--- src/rtl/logic_unit_pkg.sv ---
// Shared definitions for the pipelined logic unit: op codes and the
// single-step fold used to reduce operands left to right.
package logic_unit_pkg;

  typedef enum logic [2:0] {
    OP_AND  = 3'd0,
    OP_OR   = 3'd1,
    OP_XOR  = 3'd2,
    OP_NAND = 3'd3,
    OP_NOR  = 3'd4,
    OP_XNOR = 3'd5,
    OP_PASS = 3'd6,
    OP_RSVD = 3'd7
  } op_e;

  // One step of the left fold on a single bit column. The inverting ops
  // share the base fold here; the inversion is applied once to the final
  // result, not per step. PASS (and reserved) keep the accumulator, so
  // operand 0 falls through unchanged.
  function automatic logic fold_op(input logic acc, input logic opnd, input logic [2:0] op);
    case (op)
      OP_AND, OP_NAND: fold_op = acc & opnd;
      OP_OR,  OP_NOR:  fold_op = acc | opnd;
      OP_XOR, OP_XNOR: fold_op = acc ^ opnd;
      default:         fold_op = acc;
    endcase
  endfunction

  // True for the ops whose final fold result is complemented.
  function automatic logic op_inverts(input logic [2:0] op);
    op_inverts = (op == OP_NAND) || (op == OP_NOR) || (op == OP_XNOR);
  endfunction

endpackage

--- src/rtl/logic_pipe_stage.sv ---
// One elastic register slice: holds a valid bit and a payload, and
// advances whenever it is empty or its consumer takes the current item.
module logic_pipe_stage
  import logic_unit_pkg::*;
#(
  parameter int DW = 8
) (
  input  logic          clk,
  input  logic          rst,
  input  logic          in_valid,
  output logic          in_ready,
  input  logic [DW-1:0] in_data,
  output logic          out_valid,
  input  logic          out_ready,
  output logic [DW-1:0] out_data
);

  logic adv;

  assign adv      = !out_valid || out_ready;
  assign in_ready = adv;

  // Load a new item (or a bubble) whenever the slice advances; the payload
  // is only overwritten by real data so it stays put while stalled.
  always_ff @(posedge clk or posedge rst) begin
    if (rst) begin
      out_valid <= 1'b0;
      out_data  <= '0;
    end else if (adv) begin
      out_valid <= in_valid;
      if (in_valid) begin
        out_data <= in_data;
      end
    end
  end

endmodule

--- src/rtl/pipelined_logic_unit.sv ---
// Two-stage pipelined multi-operand bitwise logic unit. Stage 1 registers
// the operand bundle and op; the fold and result flags are computed between
// the stages and registered in stage 2. Also counts delivered results.
module pipelined_logic_unit
  import logic_unit_pkg::*;
#(
  parameter int WIDTH  = 8,
  parameter int NUM_IN = 4,
  parameter int CNT_W  = 16
) (
  input  logic                    clk,
  input  logic                    rst,
  input  logic                    in_valid,
  output logic                    in_ready,
  input  logic [NUM_IN*WIDTH-1:0] in_ops,
  input  logic [2:0]              in_op,
  output logic                    out_valid,
  input  logic                    out_ready,
  output logic [WIDTH-1:0]        out_data,
  output logic                    out_zero,
  output logic                    out_err,
  output logic [CNT_W-1:0]        done_cnt
);

  localparam int OPS_W = NUM_IN * WIDTH;
  localparam int S1_W  = OPS_W + 3;
  localparam int S2_W  = WIDTH + 2;

  logic              s1_valid;
  logic [S1_W-1:0]   s1_data;
  logic              s2_in_ready;
  logic [S2_W-1:0]   s2_data;
  logic [OPS_W-1:0]  s1_ops;
  logic [2:0]        s1_op;
  logic [WIDTH-1:0]  fold_data;
  logic              fold_zero;
  logic              fold_err;

  logic_pipe_stage #(.DW(S1_W)) u_s1 (
    .clk       (clk),
    .rst       (rst),
    .in_valid  (in_valid),
    .in_ready  (in_ready),
    .in_data   ({in_op, in_ops}),
    .out_valid (s1_valid),
    .out_ready (s2_in_ready),
    .out_data  (s1_data)
  );

  assign s1_ops = s1_data[OPS_W-1:0];
  assign s1_op  = s1_data[S1_W-1 -: 3];

  // Left-fold every bit column across the operands, then apply the final
  // inversion for NAND/NOR/XNOR; the reserved op forces an all-zero result
  // flagged as an error so the transaction still completes.
  always_comb begin
    fold_data = s1_ops[WIDTH-1:0];
    for (int k = 1; k < NUM_IN; k++) begin
      for (int b = 0; b < WIDTH; b++) begin
        fold_data[b] = fold_op(fold_data[b], s1_ops[k*WIDTH + b], s1_op);
      end
    end
    if (op_inverts(s1_op)) begin
      fold_data = ~fold_data;
    end
    fold_err = (s1_op == OP_RSVD);
    if (fold_err) begin
      fold_data = '0;
    end
    fold_zero = (fold_data == '0);
  end

  logic_pipe_stage #(.DW(S2_W)) u_s2 (
    .clk       (clk),
    .rst       (rst),
    .in_valid  (s1_valid),
    .in_ready  (s2_in_ready),
    .in_data   ({fold_err, fold_zero, fold_data}),
    .out_valid (out_valid),
    .out_ready (out_ready),
    .out_data  (s2_data)
  );

  assign out_data = s2_data[WIDTH-1:0];
  assign out_zero = s2_data[WIDTH];
  assign out_err  = s2_data[WIDTH+1];

  // Count each result taken downstream; the counter wraps freely.
  always_ff @(posedge clk or posedge rst) begin
    if (rst) begin
      done_cnt <= '0;
    end else if (out_valid && out_ready) begin
      done_cnt <= done_cnt + CNT_W'(1);
    end
  end

endmodule

--- config.mk ---
export PLATFORM = sky130hd
export DESIGN_NAME = pipelined_logic_unit
export DESIGN_NICKNAME = d
export VERILOG_FILES = /design/src/rtl/logic_unit_pkg.sv /design/src/rtl/logic_pipe_stage.sv /design/src/rtl/pipelined_logic_unit.sv
export SDC_FILE = /design/constraint.sdc
export NUM_CORES = 1
export LEC_CHECK = 0
export BUFFER_PORTS_ARGS = -buffer_cell sky130_fd_sc_hd__buf_2
export CORE_ASPECT_RATIO = 1.4
export CORE_MARGIN = 2
export CORE_UTILIZATION = 53
export CTS_CLUSTER_SIZE = 20
export DETAILED_ROUTE_END_ITERATION = 10
export GPL_ROUTABILITY_DRIVEN = 0
export GPL_TIMING_DRIVEN = 0
export HOLD_SLACK_MARGIN = 0.05
export PLACE_DENSITY = 0.74
export SLEW_MARGIN = 10
export SYNTH_ARGS = -nofsm -noshare
export SYNTH_HDL_FRONTEND = slang
export SYNTH_SLANG_ARGS = --single-unit
--- constraint.sdc ---
create_clock -name clk -period 6.5 [get_ports clk]
set_clock_uncertainty 0.1 [all_clocks]
set_input_delay 0.325 -clock clk [delete_from_list [all_inputs] [get_ports clk]]
set_output_delay 0.325 -clock clk [all_outputs]
set_load 0.01 [all_outputs]
==> results by group <==
Final layout
  – FF/Latch Area: 1580 um^2
  – P&R area growth vs syn: 17.2%
  – Ratio of cells with drive above 1 in the final layout: 0.234
  – Layout Nets: between 600 and 700
  – Commonest non-fill, non-tap cell in the layout: buf_2
  – ANT cells: 0
  – Multi-input gate area: roughly 2900 um^2
  – Fill cells: between 700 and 800
  – Most frequent cells in the layout: buf_2 (71), dfrtp_1 (63), inv_1 (55), nor2_1 (50), a21oi_1 (50)
  – Finished Layout Cells: between 700 and 800

GRT
  – First-pass GRT wire length: around 20,000 um
  – GR Util met2: 0.426
  – Vias in the first global route: about 4,000
  – Largest net degree at the start of global routing: 64
  – GRT busiest layer: met2
  – Initial antenna violation count: 0
  – Met3 Use GR: 0.0422
  – GRT overflow: 0
  – M1 GR Usage: 0.295
  – GRT Total Usage: 0.246

Yosys
  – Sequential area share after synthesis: 0.324
  – Asr flop ratio synth: 1.00
  – Distinct cells, synth: 44
  – Mapped Cells: around 530
  – Yosys warnings: 0
  – Syn avg cell area: about 9.2 um^2
  – Mapped Nets: between 600 and 700
  – Cell Area, Synth: about 4900 um^2
  – Synthesized flop and latch total: 63
  – Synth Flop Type: dfrtp_1
  – EDFF count, synth: 0

Power and ir drop
  – Combinational share of power: 0.411
  – Pwr/cell area: 338 nW/um^2
  – Sw Ratio: 0.351
  – P_sw: 677 uW
  – Worst VDD drop: roughly 0.00023 V
  – Static leakage: ~2.8 nW
  – Clock share of power: 0.311
  – Internal power: around 1.3 mW
  – Sequential share of power: 0.278

STA
  – Worst slew margin: 0.428
  – Max Clk Rate: approximately 0.21 GHz
  – Tmin final: 4.65 ns
  – RSZ-0062 raised after global routing: false
  – Slew @ Worst Pin: around 0.85 ns
  – Setup tns final: 0 ns
  – Fin. Hold Viols: 0
  – Period utilization: 0.716
  – Final Max Tran Viols: 0
  – # setup viols final: 0

Clock network
  – Clock Tree Root: clkbuf_16
  – Sink Count: 63
  – Worst-path clk slew: ~0.05 ns
  – Clk buf depth: 2
  – Setup Buffers After CTS: 0
  – Post-CTS Hold Fix Bufs: 0
  – Total clock buffers created by CTS: 9
  – Post-CTS Resized: 0
  – TritonCTS clock tree: yes
  – # H-tree levels: 3
  – Clock Latency Late Sink: between 0.3 and 0.4 ns

Run
  – Max-cap violations: 0

Setup path
  – Reg2reg start: u_s1.out_data[32]
  – Worst endpoint data arrival time: roughly 4.8 ns
  – Critical path required time: approximately 6.6 ns
  – FF-to-FF path depth: 18
  – R2r setup slk: ~1.8 ns
  – Delay of the slowest cell on the worst path: about 0.71 ns
  – Setup CP Type: flop to flop
  – Critical path's most frequent cell: a21oi_1
  – FF-to-FF End: u_s2.out_data[8]
  – Critical Path End Type: flop
  – Slowest-stage cell, CP: o311ai_0
  – CP Launch Type: flop
  – CP Cell Sequence: buf_4 > buf_6 > buf_2 > buf_1 > nor2_1 > a21oi_1 > nor2_1 > a21oi_1 > o21ai_0 > ha_1 > mux2i_1 > a21oi_1 > o21ai_0 > ha_1 > a21oi_1 > o311ai_0 > o21ai_0 > o41ai_2
  – Critical path fanouts, max: 10

Floorplanning
  – Std cell rows: approximately 40
  – Core Box Area: about 9000 um^2
  – Die H: 117 um
  – Die area: 9970 um^2
  – I/O pin count: 67
  – Initial core utilization: 0.542
  – Die W: around 85 um

Detailed routing
  – Wire per inst: roughly 16 um
  – 1st-iter DRT viols: about 280
  – Post-Route WL: 11,700 um
  – DR pass1 iterations: 5
  – Routed Antenna Nets: 0
  – Residual DRC: 0
  – Mean number of vias per cell: around 5.7
  – Total number of vias: 4,056

Outcome
  – Status: finished, final reports clean

Place
  – Placed insts: roughly 700
  – Final HPWL DP: approximately 8500 um
  – Port bufs: 66

Hold path
  – Hold crit path type: input port to asynchronous set/reset pin
metal layers:
| metal | routed length (um) | up-vias |
|---|---|---|
| li1 | - | 1959 |
| met1 | 4800 | 1947 |
| met2 | 6000 | 127 |
| met3 | 525 | 23 |
| met4 | 375 | 0 |
| met5 | 0 | - |
power groups by stage:
stage	clock (mW)	sequential, mW	combinational, mW
final	0.601	0.536	0.792
after global routing	0.628	0.546	0.879
after CTS	0.612	0.536	0.785
after detailed placement	0	0.542	0.776
after global placement	0	0.536	0.740
after floorplan	0	0.545	0.560
final cells by class:
type | instances | area share
clock buffers | 11 | 0.0426
well taps | 107 | 0.0235
clock inverters | 5 | 0.0226
repair buffers | 66 | 0.0579
flip-flops and latches | 63 | 0.276
multi-input cells | 381 | 0.512
plain buffers | 28 | 0.0281
inverters | 56 | 0.0373
critical path: cells and delay by family, from the launching register on:
family	cells	cell delay (ns)
multiplexers	1	0.15
adder cells (fa/ha/maj)	2	0.54
AO/OA/AOI/OAI	9	2.26
buffers and inverters	4	1.03
flip-flops	1	0.32
AND/OR/NAND/NOR	2	0.16
flip-flops by register name (all words and copies together) (netlist names):
name and count:
done_cnt 16, u_s2.out_data 10, u_s1.out_valid 1, u_s1.out_data 35
u_s2.out_valid 1
through the flow:
step	util	cell area (um^2)	total power, mW	setup slack, ns	hold slack, ns
after detailed placement	0.594	5330	1.32	2.00	0.375
final	0.635	5700	1.93	1.85	0.0315
after global routing	0.635	5700	2.05	1.52	0.105
after global placement	0.593	5330	1.28	2.05	0.358
after floorplan	-	4860	1.11	2.64	0.333
after CTS	0.635	5700	1.93	1.91	0.0740
logic make-up after synthesis:
logic type      share of synthesized area
fa+ha+maj                           0.126
buf+inv                            0.0762
xor+xnor                           0.0270
simple gates                        0.110
flops                               0.324
compound gates                      0.136
mux                                 0.200
worst max-delay path by stage:
stage | slack (ns) | startpoint | endpoint
6_report | 1.85 | u_s1.out_data[32] | u_s2.out_data[8]
5_1_grt | 1.52 | u_s1.out_data[34] | u_s2.out_data[8]
4_1_cts | 1.91 | u_s1.out_data[32] | u_s2.out_data[8]
3_5_place_dp | 2.00 | u_s1.out_data[32] | u_s2.out_data[8]
3_3_place_gp | 2.05 | u_s1.out_data[34] | u_s2.out_data[8]
2_1_floorplan | 2.64 | u_s1.out_data[32] | u_s2.out_data[8]
cells in the mapped netlist, types with 3 or more instances:
master     n  area share
nor2b_1    8       0.010
buf_4      5      0.0077
o21ai_0   25       0.026
xnor2_1   13       0.023
nand4_1    5      0.0064
nand2b_1  10       0.013
clkbuf_1  11      0.0085
buf_6      4      0.0093
mux2i_1   42       0.086
nor2_1    50       0.039
buf_2      5      0.0051
a21oi_1   50       0.051
ha_1      49        0.13
nand3_1   11       0.011
mux2_2    43        0.10
nand2_1   26       0.020
dfrtp_1   63        0.32
inv_1     56       0.043
buf_1      3      0.0023
o21a_1    16       0.025
(Power assumes the default switching activity.)
